File: config.mk
export PLATFORM = sky130hd
export DESIGN_NAME = seq_det_sched
export DESIGN_NICKNAME = d
export VERILOG_FILES = /design/src/rtl/seq_det_sched.sv
export SDC_FILE = /design/constraint.sdc
export NUM_CORES = 1
export LEC_CHECK = 0
export CORE_ASPECT_RATIO = 1.2
export CORE_UTILIZATION = 51
export DETAILED_ROUTE_END_ITERATION = 10
export PLACE_DENSITY = 0.78
export REMOVE_ABC_BUFFERS = 1
export SLEW_MARGIN = 30
export SYNTH_ARGS = -nofsm -noshare
export SYNTH_HDL_FRONTEND = slang
export SYNTH_SLANG_ARGS = --single-unit
File: constraint.sdc
create_clock -name clk -period 1.9 [get_ports clk]
set_input_delay 0.475 -clock clk [delete_from_list [all_inputs] [get_ports clk]]
set_output_delay 0.475 -clock clk [all_outputs]
set_load 0.01 [all_outputs]
File: src/rtl/seq_det_sched.sv
// Shared "001" serial detector time-multiplexed across four requesting channels.
// Define SEQ_DET_FIXED_PRIO_EN to replace round-robin arbitration with fixed lowest-index priority.
module seq_det_sched #(
  parameter int unsigned CNT_W = 4,
  parameter int unsigned LEN_W = 4
) (
  input  logic             clk,
  input  logic             rst,
  input  logic [3:0]       req,
  input  logic [3:0]       bit_in,
  input  logic [LEN_W-1:0] burst_len,
  output logic [3:0]       grant,
  output logic             busy,
  output logic             det,
  output logic             done,
  output logic [1:0]       done_ch,
  output logic             aborted,
  output logic [CNT_W-1:0] hit_cnt
);

  localparam int unsigned N_CH = 4;
  localparam int unsigned CH_W = 2;
  localparam int unsigned ZR_W = 2;
  localparam logic [CNT_W-1:0] CNT_MAX   = '1;
  localparam logic [ZR_W-1:0]  ZR_ARMED  = ZR_W'(2);
  localparam logic [N_CH-1:0]  GRANT_CH0 = N_CH'(1);

  typedef enum logic [1:0] {
    IDLE = 2'd0,
    RUN  = 2'd1,
    DONE = 2'd2
  } state_t;

  state_t            state;
  logic [CH_W-1:0]   ch;
  logic [LEN_W-1:0]  len_q;
  logic [LEN_W-1:0]  bit_idx;
  logic [ZR_W-1:0]   zero_run;   // consecutive zeros since last 1, saturating at 2
  logic              win_vld_c;
  logic [CH_W-1:0]   win_ch_c;

`ifdef SEQ_DET_FIXED_PRIO_EN
  // Lowest-index requester wins; no rotation state.
  always_comb begin
    win_vld_c = 1'b0;
    win_ch_c  = '0;
    for (int unsigned i = 0; i < N_CH; i++) begin
      if (!win_vld_c && req[CH_W'(i)]) begin
        win_vld_c = 1'b1;
        win_ch_c  = CH_W'(i);
      end
    end
  end
`else
  logic [CH_W-1:0] rr_ptr;
  logic [CH_W-1:0] idx_c;

  // Search begins at the channel after the one last served, wrapping mod 4.
  always_comb begin
    win_vld_c = 1'b0;
    win_ch_c  = '0;
    idx_c     = '0;
    for (int unsigned i = 0; i < N_CH; i++) begin
      idx_c = rr_ptr + CH_W'(i);
      if (!win_vld_c && req[idx_c]) begin
        win_vld_c = 1'b1;
        win_ch_c  = idx_c;
      end
    end
  end

  always_ff @(posedge clk or posedge rst) begin
    if (rst) begin
      rr_ptr <= '0;
    end else if (state == IDLE && win_vld_c) begin
      rr_ptr <= win_ch_c + CH_W'(1);
    end
  end
`endif

  // Burst sequencing, detector history and all registered outputs.
  always_ff @(posedge clk or posedge rst) begin
    if (rst) begin
      state    <= IDLE;
      ch       <= '0;
      len_q    <= '0;
      bit_idx  <= '0;
      zero_run <= '0;
      grant    <= '0;
      busy     <= 1'b0;
      det      <= 1'b0;
      done     <= 1'b0;
      done_ch  <= '0;
      aborted  <= 1'b0;
      hit_cnt  <= '0;
    end else begin
      det     <= 1'b0;
      done    <= 1'b0;
      aborted <= 1'b0;
      case (state)
        IDLE: begin
          if (win_vld_c) begin
            state    <= RUN;
            ch       <= win_ch_c;
            len_q    <= burst_len;
            bit_idx  <= '0;
            zero_run <= '0;
            grant    <= GRANT_CH0 << win_ch_c;
            busy     <= 1'b1;
            hit_cnt  <= '0;
          end
        end
        RUN: begin
          if (!req[ch]) begin
            // Owner withdrew: end early without consuming this cycle's bit.
            state   <= DONE;
            done    <= 1'b1;
            done_ch <= ch;
            aborted <= 1'b1;
          end else begin
            if (bit_in[ch]) begin
              if (zero_run == ZR_ARMED) begin
                det <= 1'b1;
                if (hit_cnt != CNT_MAX) begin
                  hit_cnt <= hit_cnt + CNT_W'(1);
                end
              end
              zero_run <= '0;
            end else if (zero_run != ZR_ARMED) begin
              zero_run <= zero_run + ZR_W'(1);
            end
            bit_idx <= bit_idx + LEN_W'(1);
            if (bit_idx == len_q) begin
              state   <= DONE;
              done    <= 1'b1;
              done_ch <= ch;
            end
          end
        end
        DONE: begin
          state <= IDLE;
          grant <= '0;
          busy  <= 1'b0;
        end
        default: begin
          state <= IDLE;
          grant <= '0;
          busy  <= 1'b0;
        end
      endcase
    end
  end

endmodule

**Word level (Yosys, flattened, before mapping)**

Index checks and enable logic that the tools add are counted.

- RAM bits: 0
- Word-level logic and storage cells: 108
- Bits in read-only memories: 0
- Output and inout port bits: 14
- Flip-flop bits (word level): 30
- Input port bits: 14
- Memories kept: 0
- Latch bits: 0

- Bitwise logic cells: 1
- Div/mod/pow operators: 0
- Reductions and logical operators: 16
- Order comparisons: 5
- Add/subtract/negate cells: 7
- Eq/ne operators: 13
- Shift-type cells: 1
- $mul: 0
- Mux-type cells: 52

Operators with widths:

| cell | number |
|---|---|
| $mux 4 | 7 |
| $mux 2 | 13 |
| $pmux 4 s2 | 3 |
| $mux 1 | 20 |
| $lt 2x3->1 const B | 5 |
| $bmux 1 s2 | 6 |
| $ne 2x2->1 const B | 6 |
| $add 4x1->4 const B | 2 |
| $pmux 2 s2 | 2 |
| $reduce_and 2->1 | 4 |
| $add 2x1->2 const B | 3 |
| $ne 3x3->1 const B | 2 |
| $reduce_and 6->1 | 1 |
| $add 2x2->2 const B | 2 |
| $eq 4x4->1 | 1 |
| $logic_and 1x1->1 | 4 |
| $ne 4x4->1 const B | 1 |
| $reduce_and 4->1 | 1 |
| $shl 1x2->4 const A | 1 |
| $logic_not 1->1 | 3 |
| $reduce_and 3->1 | 1 |
| $eq 2x1->1 const B | 1 |
| $eq 2x2->1 const B | 1 |
| $logic_not 2->1 | 1 |
| other kinds (4) | 4 |

**Longest topological paths before layout**

- Word-level depth: 15
- Mapped depth: 7
- Gate-level depth less buffers: 7

**Worst setup path before layout**

Ideal clock, no wire load.

- Kind: input-to-reg
- From: in req[3]
- To: reg done_ch[0]
- Stages on the path: 5
- Buffers on the path: 0
- Path slack: 0.201 ns
- Arrival: 1.574 ns
- Data required time: 1.775 ns
- Cell sequence: mux4_2 inv_1 o21ai_1 inv_1 mux2_2

- Word-level cells in the longest chain between the ends: 4
- Elaborated cells between the ends (all ways): 5
- Those cells by class: eq/ne: 1; mux: 3; reduce/logical: 1

RTL lines:

| item | line | source |
|---|---|---|
| from (decl) | 9 | `input logic [3:0] req,` |
| $bmux 1 s2 (*) | 114 | `if (!req[ch]) begin` |
| $mux 1 (not written as such) (*) | 114 |  |
| $ne 2x1->1 (no line) | - |  |
| $reduce_and 2->1 (no line) | - |  |
| to (signal assigned) | 118 | `done_ch <= ch;` |
| to (signal assigned) | 136 | `done_ch <= ch;` |
| to (decl) | 16 | `output logic [1:0] done_ch,` |

Mark *: on every way between the ends. The rest lies on a longest branch, timed or not. The select of a mux whose other input is x is not followed.
A chain may end at the register's enable or synchronous reset.

**Final worst setup path**

- From: in req[1]
- To: reg done_ch[0]

The elaborated chain is that of the path after synthesis.

==> flow_summary.ini <==
[clocking]
cts_buffer_depth = 2
clkSinkCount = 30
hold_buffers = 0
clkTransAtPathRegs_ns = 0.09
cts_htree_levels = 2
cts_root_buffer = clkbuf_4
numCtsBuffers = 5
clock_latency_ns = 0.34
cts_tree = yes

[flow_run]
drv_cap = 0

[drt]
drt_wl_total_um = 3170
firstDrtPassIters = 4
ant_nets = 0
drt_iter0_markers = 26
wl_per_cell_um = 13.8
vias = 1242
drcViolationCount = 0
via_per_inst = 5.40

[placement]
dp.cells = 222
dp_hpwl_um = 2380
dp_slack_ns = -0.317
portBuffers = 27
place_area_um2 = 1920
gp_congestion = 0.829

[die]
core_area_um2 = 2810
die_x_um = 51.8
initial_core_util = 0.540
die-height_um = 61.8
fp-row-count = 21
die_area_um2 = 3200
io_pins = 28

[synth]
synth_edf_count = 0
synth_ff_type = dfrtp_1
ys_ff_latch = 30
synth.largest_area_cell = dfrtp_1
ys_top_cells_by_count = 30 x dfrtp_1, 30 x nand2_1, 12 x inv_1
synth_cell_types = 34
avgSynthCellArea_um2 = 10.2
syn-cell-area_um2 = 1520
synth.area.top_cells = dfrtp_1 49%, nand2_1 7.4%, ha_1 5.8%
yosys_warnings = 0
synth_cells = 149
synth_top_area_frac = 0.495
synth-seq-area-share = 0.495
synthArstFlopShare = 1.00

[timing]
finalWorstSetupSlack_ns = 0.0697
setup_viol = 0
hold_viol = 0
finalSetupTns_ns = 0
fin_crit_ns = 1.83
rsz0062_at_grt = false
fmax_ghz = 0.546
fin_crit_sh = 0.963
worst_slew_pin_slew_ns = 0.464
skew_ns = 0.0129
drv_slew = 0
relSlewSlack = 0.688

[layout]
n_antenna_cell = 0
final_cells = 230
area_growth_pct = 31.2
finish.utilization = 0.708
nets = 217
layout-drive-gt1-share = 0.184
stdcell_area_um2 = 1990

[worst_setup_path]
start_kind = input port
critical_path_class = in -> reg
cp_slowest_cell = mux4_2
path_delay_family = multiplexers
cp_num_cells = 6
worst_ep_arrival_time_ns = 2.05
crit_top_cell = inv_1
worstPathCellList = clkdlybuf4s50_1, mux4_2, inv_1, o21ai_1, inv_1, mux2_2
required_ns = 2.12
cp_max_fo = 3
end_kind = register
path_buf_inv = 3
r2r_cells = 5
cp_slowest_stage_delay_ns = 0.49

[global_route]
antenna_found_initial = 0
grt_pass1_wl_um = 5150
grt_pass1_vias = 1187
overflow = 0
grt_max_degree = 31
grt_usage = 0.234

[worst_hold_path]
hold_class = reg -> reg
hold_depth = 2

[power_and_ir_drop]
p_leak_nw = 0.998
irDropWorstVdd_v = 0.000905
power_density_nw_per_um2 = 1340

[outcome]
status = finished, final reports clean
==> worst min-delay path, cell delays in order, from the launching register on <==
cell	delay [ns]
dfrtp_1	0.37
nand2_1	0.06
nand2_1	0.05
==> per-layer routing <==
layer	GRT usage	wire, um
met1	0.262	1240
met2	0.397	1720
met3	0.0827	151
met4	0.124	52
met5	0	0
==> cell type report <==
class	instances	area, um2
tap	34	42.5
inverter	12	45.0
fill	223	821
sequential	30	751
multi-input combinational	103	696
timing repair buffer	44	409
clock buffer	5	37.5
clock inverter	2	10.0
==> through the flow <==
| step | power [mW] | hold WS [ns] |
|---|---|---|
| 3_5_place_dp | 2.31 | 0.484 |
| 6_report | 2.67 | 0.503 |
| 3_3_place_gp | 2.24 | 0.480 |
| 2_1_floorplan | 1.73 | 0.465 |
| 4_1_cts | 2.67 | 0.507 |
| 5_1_grt | 2.89 | 0.533 |
==> layout by cell type, fill, tap and decap left out, types with 4 or more instances in the layout <==
cell             instances
clkdlybuf4s50_1         24
xor2_1                   6
mux2i_1                  5
nor2_1                   8
nand3_1                  4
dfrtp_1                 30
clkbuf_4                 5
buf_4                   16
a21oi_1                 10
nand2_1                 30
inv_1                   12
ha_1                     7
==> worst paths after layout <==
| check | from | endpoint | slack, ns |
|---|---|---|---|
| min reg2reg | len_q[3]$_DFFE_PP0P_ | len_q[3]$_DFFE_PP0P_ | 0.50 |
| min in group asynchronous | rst | rr_ptr[1]$_DFFE_PP0P_ | 0.51 |
| max reg2reg | ch[0]$_DFFE_PP0P_ | done_ch[0]$_DFFE_PP0P_ | 0.19 |
| min | len_q[3]$_DFFE_PP0P_ | len_q[3]$_DFFE_PP0P_ | 0.50 |
| max | req[1] | done_ch[0]$_DFFE_PP0P_ | 0.07 |
| max in group asynchronous | rst | ch[0]$_DFFE_PP0P_ | 1.11 |
==> repair_timing <==
action | CTS | global route
setup buffers | 0 | 1
setup endpoints to repair | 0 | 6
resized for setup | 0 | 7
==> logic make-up (layout without fill, tap and decap cells) <==
family,Yosys count,count (layout),synth area share
flip-flops,30,30,0.495
AND/OR/NAND/NOR,58,58,0.183
XOR/XNOR,6,6,0.0346
AO/OA/AOI/OAI,22,22,0.0907
adder cells (fa/ha/maj),7,7,0.0577
multiplexers,10,10,0.0874
buffers and inverters,16,63,0.0519
==> power by group <==
group	total, mW	internal [mW]	switching, mW
clock	0.351	0.133	0.219
sequential	1.06	0.868	0.190
combinational	1.26	0.655	0.608
total	2.67	1.66	1.02
==> sequential cells by signal (all words and copies together), names as in the netlist <==
register,flops
state,2
aborted,1
zero_run,2
ch,2
busy,1
done,1
det,1
done_ch,2
hit_cnt,4
grant,4
len_q,4
rr_ptr,2
bit_idx,4
Power figures use the tool's default switching activity.
